--- src/rtl/tmr_cfg_seq.sv ---
// Register-bus initiator that programs the 16-bit timer (count, period, control) and services its interrupts.
// Optional watchdog in WAIT_INT is enabled by defining TMR_CFG_SEQ_TIMEOUT_EN (adds the timeout output).
module tmr_cfg_seq #(
    parameter int GAP_CYC     = 2,
    parameter int TIMEOUT_CYC = 65535
) (
    input  logic        sys_clk,
    input  logic        sys_rstn,
    input  logic        start,
    input  logic        stop,
    input  logic [15:0] cfg_cnt,
    input  logic [15:0] cfg_prd,
    input  logic [15:0] cfg_con,
    input  logic [7:0]  num_evt,
    input  logic        tmr_int,
    output logic        tmr_cnt_wr,
    output logic        tmr_prd_wr,
    output logic        tmr_con_wr,
    output logic [15:0] icb_wdat,
    output logic        busy,
    output logic        done,
    output logic        aborted,
`ifdef TMR_CFG_SEQ_TIMEOUT_EN
    output logic        timeout,
`endif
    output logic [7:0]  evt_cnt
);

    typedef enum logic [3:0] {
        IDLE, WR_CNT, WR_PRD, WR_CON, GAP, WAIT_INT, REARM, STOP_WR, FIN
    } state_t;

    state_t      state, state_nx, ret, ret_nx, tgt;
    logic [3:0]  gap, gap_nx;
    logic [15:0] cnt_q, prd_q, con_q, cnt_nx, prd_nx, con_nx, wdat_nx;
    logic [7:0]  num_q, num_nx, evt_nx, evt_inc;
    logic        int_q, pend, pend_nx, int_edge, ev, abort, leave, aborted_nx;
`ifdef TMR_CFG_SEQ_TIMEOUT_EN
    logic [15:0] wd, wd_nx;
    logic        timeout_nx, tmo_hit;
`endif

    assign int_edge = tmr_int & ~int_q;

    always_comb begin
        state_nx   = state;
        ret_nx     = ret;
        gap_nx     = gap;
        cnt_nx     = cnt_q;
        prd_nx     = prd_q;
        con_nx     = con_q;
        num_nx     = num_q;
        pend_nx    = pend;
        evt_nx     = evt_cnt;
        aborted_nx = aborted;
        leave      = 1'b0;
        tgt        = IDLE;
        ev         = int_edge | pend;
        abort      = stop && !(state inside {IDLE, STOP_WR, FIN});
        evt_inc    = (evt_cnt == 8'hFF) ? evt_cnt : evt_cnt + 8'd1;
        wdat_nx    = icb_wdat;
`ifdef TMR_CFG_SEQ_TIMEOUT_EN
        wd_nx      = wd;
        timeout_nx = timeout;
        tmo_hit    = 1'b0;
`endif
        // Edges seen while not waiting are held (one deep) until WAIT_INT is entered
        if (state != IDLE && state != WAIT_INT && int_edge)
            pend_nx = 1'b1;

        case (state)
            IDLE: begin
                if (start && !stop) begin
                    state_nx   = WR_CNT;
                    cnt_nx     = cfg_cnt;
                    prd_nx     = cfg_prd;
                    con_nx     = cfg_con;
                    num_nx     = num_evt;
                    evt_nx     = 8'd0;
                    aborted_nx = 1'b0;
                    pend_nx    = 1'b0;
`ifdef TMR_CFG_SEQ_TIMEOUT_EN
                    timeout_nx = 1'b0;
`endif
                end
            end
            WR_CNT: begin
                leave = 1'b1;
                tgt   = WR_PRD;
            end
            WR_PRD: begin
                leave = 1'b1;
                tgt   = WR_CON;
            end
            WR_CON, REARM: begin
                leave = 1'b1;
                tgt   = WAIT_INT;
            end
            GAP: begin
                if (gap == 4'd0) state_nx = ret;
                else             gap_nx   = gap - 4'd1;
            end
            WAIT_INT: begin
                pend_nx = 1'b0;
`ifdef TMR_CFG_SEQ_TIMEOUT_EN
                wd_nx = wd + 16'd1;
`endif
                if (ev) begin
                    evt_nx   = evt_inc;
                    state_nx = (num_q != 8'd0 && evt_inc == num_q) ? STOP_WR : REARM;
                end
`ifdef TMR_CFG_SEQ_TIMEOUT_EN
                else if (wd == 16'(TIMEOUT_CYC - 1)) begin
                    state_nx = STOP_WR;
                    tmo_hit  = 1'b1;
                end
`endif
            end
            STOP_WR: state_nx = FIN;
            FIN:     state_nx = IDLE;
            default: state_nx = IDLE;
        endcase

        if (leave) begin
            if (GAP_CYC == 0) begin
                state_nx = tgt;
            end else begin
                state_nx = GAP;
                ret_nx   = tgt;
                gap_nx   = 4'(GAP_CYC - 1);
            end
        end

        // Abort outranks any event or timeout seen in the same cycle
        if (abort) begin
            state_nx   = STOP_WR;
            aborted_nx = 1'b1;
            evt_nx     = evt_cnt;
        end
`ifdef TMR_CFG_SEQ_TIMEOUT_EN
        if (tmo_hit && !abort)
            timeout_nx = 1'b1;
        if (state_nx == WAIT_INT && state != WAIT_INT)
            wd_nx = 16'd0;
`endif

        case (state_nx)
            WR_CNT:          wdat_nx = cnt_nx;
            WR_PRD:          wdat_nx = prd_nx;
            WR_CON, REARM:   wdat_nx = con_nx;
            STOP_WR:         wdat_nx = 16'h0000;
            default:         wdat_nx = icb_wdat;
        endcase
    end

    always_ff @(posedge sys_clk or negedge sys_rstn) begin
        if (!sys_rstn) begin
            state      <= IDLE;
            ret        <= IDLE;
            gap        <= 4'd0;
            cnt_q      <= 16'd0;
            prd_q      <= 16'd0;
            con_q      <= 16'd0;
            num_q      <= 8'd0;
            int_q      <= 1'b0;
            pend       <= 1'b0;
            tmr_cnt_wr <= 1'b0;
            tmr_prd_wr <= 1'b0;
            tmr_con_wr <= 1'b0;
            icb_wdat   <= 16'd0;
            busy       <= 1'b0;
            done       <= 1'b0;
            aborted    <= 1'b0;
            evt_cnt    <= 8'd0;
`ifdef TMR_CFG_SEQ_TIMEOUT_EN
            wd         <= 16'd0;
            timeout    <= 1'b0;
`endif
        end else begin
            state      <= state_nx;
            ret        <= ret_nx;
            gap        <= gap_nx;
            cnt_q      <= cnt_nx;
            prd_q      <= prd_nx;
            con_q      <= con_nx;
            num_q      <= num_nx;
            int_q      <= tmr_int;
            pend       <= pend_nx;
            tmr_cnt_wr <= (state_nx == WR_CNT);
            tmr_prd_wr <= (state_nx == WR_PRD);
            tmr_con_wr <= (state_nx inside {WR_CON, REARM, STOP_WR});
            icb_wdat   <= wdat_nx;
            busy       <= (state_nx != IDLE);
            done       <= (state_nx == FIN);
            aborted    <= aborted_nx;
            evt_cnt    <= evt_nx;
`ifdef TMR_CFG_SEQ_TIMEOUT_EN
            wd         <= wd_nx;
            timeout    <= timeout_nx;
`endif
        end
    end

endmodule

--- config.mk ---
export PLATFORM = sky130hd
export DESIGN_NAME = tmr_cfg_seq
export DESIGN_NICKNAME = d
export VERILOG_FILES = /design/src/rtl/tmr_cfg_seq.sv
export SDC_FILE = /design/constraint.sdc
export NUM_CORES = 1
export LEC_CHECK = 0
export CAP_MARGIN = 20
export CORE_MARGIN = 5
export CORE_UTILIZATION = 50
export DETAILED_ROUTE_END_ITERATION = 8
export PLACE_DENSITY = 0.86
export SLEW_MARGIN = 10
export SYNTH_ARGS = -nofsm -noshare
export SYNTH_HDL_FRONTEND = slang
export SYNTH_SLANG_ARGS = --single-unit
--- constraint.sdc ---
create_clock -name sys_clk -period 3.6 [get_ports sys_clk]
set_clock_uncertainty 0.15 [all_clocks]
set_input_delay 0.72 -clock sys_clk [delete_from_list [all_inputs] [get_ports sys_clk]]
set_output_delay 0.72 -clock sys_clk [all_outputs]
set_load 0.05 [all_outputs]
==> metrics <==
outcome finished, final reports clean; die width 108 µm; Remaining DRCs 0; Most common cell on crit path nand3_1; die height 108 µm; area delta synth->final 24.0%; Slew Limit Fails 0; area of the multi-input gates 2070 µm²; Final Hold Vio Count 0; P_leak 2.80 nW; # H-tree levels 3; Net count, final 630; Antenna Violating Nets Remaining 0; Fill cells 756; GR Overflow Total 0; Tcrit/Tclk final 0.852; FFs w/ async S/R, synth 1.00; Warnings, synthesis 0; reg2reg start evt_cnt[0]$_DFFE_PN0P_; crit-path max cell delay 0.50 ns; Resized Gates After CTS 0; vias in the first global route 3,905; Power Total 4.61 mW; Initial Util 0.515; Yosys top cell area share 0.518; share of cells above drive strength 1 0.0928; most frequent cells after synthesis nand2_1 (153), dfrtp_1 (99), mux2i_1 (33), inv_1 (21), a21oi_1 (15); cell row count 35; Peak VDD IR 443 µV; largest net degree at the start of global routing 59; post-synth top area cell dfrtp_1; count of different cell masters after synthesis 62; number of detailed-route iterations in the first pass 4; via/cell ratio 5.41; max frequency 0.326 GHz; worst-path fanout max 16; Mapped Cells 483; RSZ-0062 raised after global routing false; post-CTS setup buffers 0; Final setup viols 0; PD cells 777 nW/µm²; WL/cell 16.1 µm; Hold WC Path Type in2async; Main synth FF type dfrtp_1; via count 3,788; critical path class reg2reg; Clock Latency Late Sink 0.36 ns; Least-Margin Pin Slew 0.734 ns; Clock Tree Root clkbuf_8; GRT Total Usage 0.202; detailed placement HPWL 7960 µm; number of synthesized flops with an enable pin 0; global-route wire length before repair 18,700 µm; Slew HR 0.511; TritonCTS clock tree yes; top post-synthesis cells by area dfrtp_1 (52%), nand2_1 (12%), mux2i_1 (6.9%); Sequential Area 2480 µm²; initial antenna violation count 0; critical path launch point type register; Max stage delay cell, worst path dfrtp_1; DR iter-0 viols 219; crit-path cells ha_1 -> and3_4 -> nand4b_1 -> a221o_1 -> nand3_1 -> nand3_1 -> nand2_2 -> mux2i_2 -> buf_4 -> o221ai_1; Post-Syn Nets 547; Post-CTS Hold Fix Bufs 0; cell with the most instances after synthesis nand2_1; CTS Buf Count 9; CP required 3.68 ns; Ports 91; die area 11,600 µm²; I/O Buffers 90; design area 5930 µm²; Detailed Route WL 11,300 µm; minimum clock period 3.07 ns; Crit. End Element register; post-synthesis sequential area ratio 0.518; Ant. Diodes 0; final core occ 0.639; clock transition at the registers of the reported paths 0.10 ns; clock sinks 99; Core Area 9280 µm²; Synth Area per Inst 9.91 µm²; MaxCap Viol Count 0; CTS Buffer Depth 2; synthesized flop and latch total 99; arrival time at the worst endpoint 3.15 ns; Placer Congestion 0.818; Setup crit start evt_cnt[0]$_DFFE_PN0P_; Mapped Area 4780 µm²; Fin Setup TNS 0 ns; placed cell areas 5750 µm²
where the power goes:
part	switching [mW]	internal, mW
registers	0.319	1.56
logic	1.28	0.779
clock network	0.409	0.262
logic make-up (layout without fill, tap and decap cells):
kind of cell    count (synthesis)  after routing  synth area share
compound gates                 69             69             0.118
flops                          99             99             0.518
fa+ha+maj                       3              3           0.00785
buf+inv                        48            136            0.0494
mux                            34             34            0.0719
xor+xnor                        9              9            0.0165
simple gates                  221            221             0.218
layout make-up:
class / instances / area share
sequential: 99 / 0.417
multi-input combinational: 336 / 0.349
timing repair buffer: 98 / 0.162
tap: 129 / 0.0272
clock buffer: 9 / 0.0209
inverter: 22 / 0.0139
clock inverter: 7 / 0.0101
sequential cells by signal, summed over array words and instances, names as in the netlist, 3 cells and up:
register and count:
cnt_q 16, state 4, icb_wdat 16, evt_cnt 8
con_q 16, num_q 8, prd_q 16, ret 3
gap 4
path summary, 6_finish.rpt:
kind | to | cells past startpoint | slack (ns)
setup / recovery | icb_wdat[5]$_DFFE_PN0P_ | 10 | 0.53
hold / removal | cnt_q[7]$_DFF_PN0_ | 1 | 0.26
setup reg to reg | icb_wdat[5]$_DFFE_PN0P_ | 10 | 0.53
hold reg to reg | prd_q[12]$_DFF_PN0_ | 2 | 0.33
max in group asynchronous | prd_q[0]$_DFF_PN0_ | 2 | 2.23
min in group sys_clk | prd_q[12]$_DFF_PN0_ | 2 | 0.33
placed cells by master (no fill, tap or decap), types with 5 or more instances in the layout:
cell type        count
nand2_1            153
dfrtp_1             99
clkdlybuf4s50_1     89
mux2i_1             33
inv_1               21
a21oi_1             15
nor2_1              13
o221ai_2            10
clkbuf_8             9
buf_4                9
nand3_1              8
and3_1               6
o21ai_0              6
a211oi_1             6
o221ai_1             6
nor2b_1              5
nand2b_1             5
xor2_1               5
worst max-delay path, delay by kind of cell (launching register included):
| kind | cells | cell delay (ns) |
|---|---|---|
| AO/OA/AOI/OAI | 2 | 0.55 |
| adder cells (fa/ha/maj) | 1 | 0.39 |
| buffers and inverters | 1 | 0.29 |
| flip-flops | 1 | 0.50 |
| multiplexers | 1 | 0.20 |
| AND/OR/NAND/NOR | 5 | 0.84 |
routing by layer:
metal / vias to the layer above / share of wire / GRT usage
met5: - / 0 / 0
met4: 0 / 0.011 / 0.0532
met3: 10 / 0.063 / 0.0420
met2: 126 / 0.49 / 0.333
met1: 1848 / 0.43 / 0.274
li1: 1804 / - / -
per-stage QoR:
step / hold slack [ns] / worst slack (ns) / cells
2_1_floorplan: 0.274 / 0.481 / 483
3_3_place_gp: 0.303 / 0.476 / 684
3_5_place_dp: 0.307 / 0.376 / 684
4_1_cts: 0.284 / 0.534 / 700
5_1_grt: 0.331 / 0.298 / 700
6_report: 0.264 / 0.532 / 700
Note: power is estimated with default switching activity, not from simulation.
